<file path="src/rtl/hazard_ctrl.sv">
// Pipeline hazard controller: register-dependency, mult/div and eret stalls.
// Optional per-cycle stall counter enabled by defining HAZARD_STALL_CNT_EN.
module hazard_ctrl (
    input  logic        clk,
    input  logic        reset,
    input  logic [4:0]  D_rs,
    input  logic [4:0]  D_rt,
    input  logic [1:0]  D_Tuse_rs,
    input  logic [1:0]  D_Tuse_rt,
    input  logic [4:0]  E_A3,
    input  logic [4:0]  M_A3,
    input  logic [1:0]  E_Tnew,
    input  logic [1:0]  M_Tnew,
    input  logic        D_md_use,
    input  logic        E_md_start,
    input  logic        E_md_div,
    input  logic        D_eret,
    input  logic        E_mtc0_epc,
    input  logic        M_mtc0_epc,
    input  logic        req,
    output logic        F_en,
    output logic        D_en,
    output logic        E_clr,
`ifdef HAZARD_STALL_CNT_EN
    output logic        md_busy,
    output logic [31:0] stall_cnt
`else
    output logic        md_busy
`endif
);

    typedef enum logic {MD_IDLE = 1'b0, MD_BUSY = 1'b1} md_state_t;

    md_state_t  state_q, state_d;
    logic [3:0] md_cnt_q, md_cnt_d;

    logic rs_stall, rt_stall, reg_stall, md_stall, eret_stall, stall;

    // A Tuse of 3 marks an unused operand, so it can never create a dependency.
    assign rs_stall = (D_rs != 5'd0) && (D_Tuse_rs != 2'd3) &&
                      (((D_rs == E_A3) && (E_Tnew > D_Tuse_rs)) ||
                       ((D_rs == M_A3) && (M_Tnew > D_Tuse_rs)));
    assign rt_stall = (D_rt != 5'd0) && (D_Tuse_rt != 2'd3) &&
                      (((D_rt == E_A3) && (E_Tnew > D_Tuse_rt)) ||
                       ((D_rt == M_A3) && (M_Tnew > D_Tuse_rt)));
    assign reg_stall = rs_stall | rt_stall;

    assign md_busy    = E_md_start | (state_q == MD_BUSY);
    assign md_stall   = D_md_use & md_busy;
    assign eret_stall = D_eret & (E_mtc0_epc | M_mtc0_epc);

    assign stall = (reg_stall | md_stall | eret_stall) & ~req;
    assign F_en  = ~stall;
    assign D_en  = ~stall;
    assign E_clr = stall;

    always_ff @(posedge clk) begin
        if (reset) begin
            state_q  <= MD_IDLE;
            md_cnt_q <= 4'd0;
        end else begin
            state_q  <= state_d;
            md_cnt_q <= md_cnt_d;
        end
    end

    // A new start (even while busy) reloads; otherwise count down and leave
    // BUSY on the cycle the counter hits zero. A flush request blocks starts
    // but never aborts an operation already counting.
    always_comb begin
        state_d  = state_q;
        md_cnt_d = md_cnt_q;
        if (E_md_start && !req) begin
            state_d  = MD_BUSY;
            md_cnt_d = E_md_div ? 4'd10 : 4'd5;
        end else if (state_q == MD_BUSY) begin
            if (md_cnt_q <= 4'd1) begin
                state_d  = MD_IDLE;
                md_cnt_d = 4'd0;
            end else begin
                md_cnt_d = md_cnt_q - 4'd1;
            end
        end
    end

`ifdef HAZARD_STALL_CNT_EN
    logic [31:0] stall_cnt_q;

    always_ff @(posedge clk) begin
        if (reset) begin
            stall_cnt_q <= 32'd0;
        end else if (stall) begin
            stall_cnt_q <= stall_cnt_q + 32'd1;
        end
    end

    assign stall_cnt = stall_cnt_q;
`endif

endmodule

</file>
<file path="config.mk">
export PLATFORM = sky130hd
export DESIGN_NAME = hazard_ctrl
export DESIGN_NICKNAME = d
export VERILOG_FILES = /design/src/rtl/hazard_ctrl.sv
export SDC_FILE = /design/constraint.sdc
export NUM_CORES = 1
export LEC_CHECK = 0
export CAP_MARGIN = 10
export CORE_UTILIZATION = 34
export DETAILED_ROUTE_END_ITERATION = 16
export GPL_ROUTABILITY_DRIVEN = 1
export PLACE_DENSITY = 0.75
export SLEW_MARGIN = 20
export SYNTH_ARGS = -nofsm -noshare
export SYNTH_HDL_FRONTEND = slang
export SYNTH_SLANG_ARGS = --single-unit
</file>
<file path="constraint.sdc">
create_clock -name clk -period 1.9 [get_ports clk]
set_input_delay 0.38 -clock clk [delete_from_list [all_inputs] [get_ports clk]]
set_output_delay 0.38 -clock clk [all_outputs]
set_load 0.02 [all_outputs]
</file>
==> load_flow_metrics.sql, run 1 <==
INSERT INTO impl_metrics (metric_group, metric, value, unit) VALUES
('floorplan', 'floorplan.io_pins', '41', ''),
('layout', 'num_antenna_cells', '0', ''),
('layout', 'post_layout_nonfiller_instances', '173', ''),
('critical_path', 'worst-setup-path-type', 'in -> out', ''),
('drt', 'route.detailed.wl_per_inst', '14.1', 'um'),
('clock_tree', 'cts.htree.levels', '1', ''),
('floorplan', 'rows', '16', ''),
('layout', 'multiInputGateArea', '741', 'um^2'),
('drt', 'detail_route.wirelength', '2430', 'um'),
('clock_tree', 'clockBufferDepth', '2', ''),
('global_route', 'grt_total_usage', '19.9', '%'),
('global_route', 'grt_pass1_wl', '3680', 'um'),
('global_route', 'grt_start_max_net_pins', '6', ''),
('place', 'placement.io_buffers', '40', ''),
('sta', 'layout_worst_path_cycle_share', '107', '%'),
('yosys', 'synth_fp_nets', '142', ''),
('global_route', 'grt_pass1_vias', '886', ''),
('yosys', 'netlist_area', '747', 'um^2'),
('floorplan', 'placeableCoreArea', '0.00202', 'mm^2'),
('clock_tree', 'cts.sinks', '5', ''),
('drt', 'number_of_vias_per_cell_after_detailed_routing', '5.23', ''),
('floorplan', 'chipHeight', '48.9', 'um'),
('critical_path', 'timing.critical_path.slowest_stage_cell', 'sky130_fd_sc_hd__a2111oi_2', ''),
('power_and_ir_drop', 'comb_power_share', '54.9', '%'),
('sta', 'setup_repair_after_global_routing_missed_its_margin', 'yes', ''),
('sta', 'report.final.setup_viol', '3', ''),
('floorplan', 'floorplan.initialDensity', '36.9', '%'),
('place', 'gp_routability_congestion', '0.977', ''),
('critical_path', 'critical_path.cell_chain', 'clkdlybuf4s15_1 > xnor2_1 > nand3_1 > a2111oi_2 > o21ai_1 > o211a_1 > buf_6', ''),
('critical_path', 'worst_ep_required_time', '1.52', 'ns'),
('power_and_ir_drop', 'switching_power', '188', 'uW'),
('sta', 'worstMarginPinSlew', '0.357', 'ns'),
('critical_path', 'path_buf_inv', '2', ''),
('yosys', 'yosys.area.top_type_share', '16.8', '%'),
('floorplan', 'die-area', '0.00239', 'mm^2'),
('flow_run', 'maxCapViolations', '0', ''),
('layout', 'design.final.nets', '194', ''),
('yosys', 'synth-seq-area-share', '13.4', '%'),
('place', 'hpwlAfterDp', '1850', 'um'),
('drt', 'detailedRoute.firstIterationViolations', '17', ''),
('layout', 'most-common-layout-cells', 'sky130_fd_sc_hd__xnor2_1, sky130_fd_sc_hd__clkdlybuf4s15_1, sky130_fd_sc_hd__buf_4', ''),
('layout', 'post_route_cells_drive_above_1_share', '34.9', '%'),
('clock_tree', 'clkLatencyLatePin', '0.25', 'ns'),
('drt', 'antenna_violating_nets_post_route', '0', ''),
('global_route', 'grt_antenna_before_repair', '0', ''),
('floorplan', 'chipWidth', '48.9', 'um'),
('sta', 'final-max-slew-violation-count', '0', ''),
('power_and_ir_drop', 'switching_part_of_the_total_power', '34.7', '%'),
('yosys', 'postSynthAreaPerCell', '7.86', 'um^2'),
('drt', 'route.vias.total', '904', ''),
('sta', 'fin_skew', '0.00548', 'ns'),
('critical_path', 'timing.critical_path.slowest_cell_delay', '0.30', 'ns'),
('yosys', 'synth_top_cell_by_area', 'sky130_fd_sc_hd__ha_1', ''),
('critical_path', 'worst_setup_path_start_kind', 'primary input', ''),
('layout', 'layout_commonest_cell', 'sky130_fd_sc_hd__xnor2_1', ''),
('clock_tree', 'cts-buffers-inserted', '3', ''),
('run_status', 'status', 'complete, but fails checks', ''),
('layout', 'fin_util', '67.8', '%'),
('critical_path', 'worst_path_dominant_cell_family', 'compound AO/OA/AOI/OAI gates', ''),
('layout', 'ff_latch_area', '100', 'um^2'),
('yosys', 'postSynthCellCount', '95', ''),
('yosys', 'yosys_warnings', '0', ''),
('power_and_ir_drop', 'power.density', '396', 'mW/mm^2'),
('drt', 'detail_route.first_pass.iterations', '6', ''),
('sta', 'timing.final.ws_setup', '-0.136', 'ns'),
('yosys', 'netlist-cell-type-count', '29', ''),
('run_status', 'failed_checks', 'setup timing', ''),
('yosys', 'synth.area.top_cells', 'sky130_fd_sc_hd__ha_1, sky130_fd_sc_hd__xnor2_1, sky130_fd_sc_hd__dfxtp_1, sky130_fd_sc_hd__xor2_1, sky130_fd_sc_hd__inv_1', ''),
('clock_tree', 'hold_fix_buffers_cts', '0', ''),
('layout', 'n_fill_cell', '169', ''),
('yosys', 'yosys_register_bits', '5', '');
area by class of cell:
class	instances	share of cell area [%]
clock buffers	4	1.92
inverters	10	3.47
multi-input cells	79	54.0
flip-flops and latches	5	7.30
well taps	27	2.46
repair buffers	48	30.8
sequential cells by signal (all words and copies together), names as in the netlist:
| signal | count |
|---|---|
| state_q | 1 |
| md_cnt_q | 4 |
synthesized netlist by cell type:
cell                        number
sky130_fd_sc_hd__xnor2_1        13
sky130_fd_sc_hd__ha_1           10
sky130_fd_sc_hd__inv_1          10
sky130_fd_sc_hd__a21oi_1         7
sky130_fd_sc_hd__xor2_1          7
sky130_fd_sc_hd__dfxtp_1         5
sky130_fd_sc_hd__nand2_1         4
sky130_fd_sc_hd__nor2_1          4
sky130_fd_sc_hd__nor4_1          4
sky130_fd_sc_hd__nand4_1         3
sky130_fd_sc_hd__nor2b_1         3
sky130_fd_sc_hd__nor3_1          3
sky130_fd_sc_hd__o21ai_1         3
sky130_fd_sc_hd__a221oi_1        2
sky130_fd_sc_hd__nand3_1         2
sky130_fd_sc_hd__o21a_1          2
sky130_fd_sc_hd__a2111oi_2       1
sky130_fd_sc_hd__a211oi_1        1
sky130_fd_sc_hd__a21boi_0        1
sky130_fd_sc_hd__buf_4           1
sky130_fd_sc_hd__mux2i_1         1
sky130_fd_sc_hd__nand2b_1        1
sky130_fd_sc_hd__nor3b_1         1
sky130_fd_sc_hd__o211a_1         1
sky130_fd_sc_hd__o211ai_1        1
sky130_fd_sc_hd__o21ai_0         1
sky130_fd_sc_hd__o22ai_1         1
sky130_fd_sc_hd__o31ai_2         1
sky130_fd_sc_hd__or2_2           1
worst min-delay path: stages, from the launching register on:
cell and delay, ns:
sky130_fd_sc_hd__dfxtp_1 0.33, sky130_fd_sc_hd__a21oi_1 0.12, sky130_fd_sc_hd__a21boi_0 0.08
final timing paths:
path,cells after the start,endpoint,start
max,7,D_en,M_A3[2]
min,2,md_cnt_q[2],md_cnt_q[2]
max reg2reg,7,md_cnt_q[3],md_cnt_q[0]
min reg2reg,2,md_cnt_q[2],md_cnt_q[2]
cell families after synthesis:
| kind of cell | Yosys count | share of synthesized area (%) |
|---|---|---|
| AND/OR/NAND/NOR | 26 | 18.4 |
| AO/OA/AOI/OAI | 22 | 20.6 |
| XOR/XNOR | 20 | 23.5 |
| flip-flops | 5 | 13.4 |
| multiplexers | 1 | 1.34 |
| adder cells (fa/ha/maj) | 10 | 16.8 |
| buffers and inverters | 11 | 6.03 |
per-stage QoR:
stage	instance area (um^2)	setup slack, ns	setup TNS, ns	total power [uW]	hold WS [ns]
6_report	1370	-0.136	-0.380	542	0.594
5_1_grt	1370	-0.209	-0.622	580	0.639
4_1_cts	1310	-0.189	-0.536	523	0.597
3_5_place_dp	1240	-0.988	-3.14	392	0.592
3_3_place_gp	1240	-0.972	-3.13	386	0.589
2_1_floorplan	763	-0.000299	-0.000299	250	0.449
metal layers:
metal | vias to the layer above | track usage (%) | share of wire, %
li1 | 441 | - | -
met1 | 424 | 19.6 | 37
met2 | 35 | 38.4 | 56
met3 | 4 | 3.43 | 5.9
met4 | 0 | 11.3 | 1.6
met5 | - | 0 | 0
power groups by stage:
stage | combinational [uW] | clock, uW | sequential (uW)
global route | 323 | 135 | 122
CTS | 271 | 131 | 121
detailed placement | 269 | 0 | 123
global placement | 263 | 0 | 122
finish | 298 | 123 | 121
floorplan | 127 | 0 | 123
repair_timing:
item | in CTS | in global routing
buffers inserted | 0 | 1
endpoints found under the setup margin | 4 | 4
resized for setup | 89 | 30
pin swaps | 16 | 20
(Power assumes the default switching activity.)
==> run 2, diff against run 1 <==
SLEW_MARGIN = unset   (was 20)
==> results of run 2 <==
Final layout, timing and power as in run 1 (identical DEF).
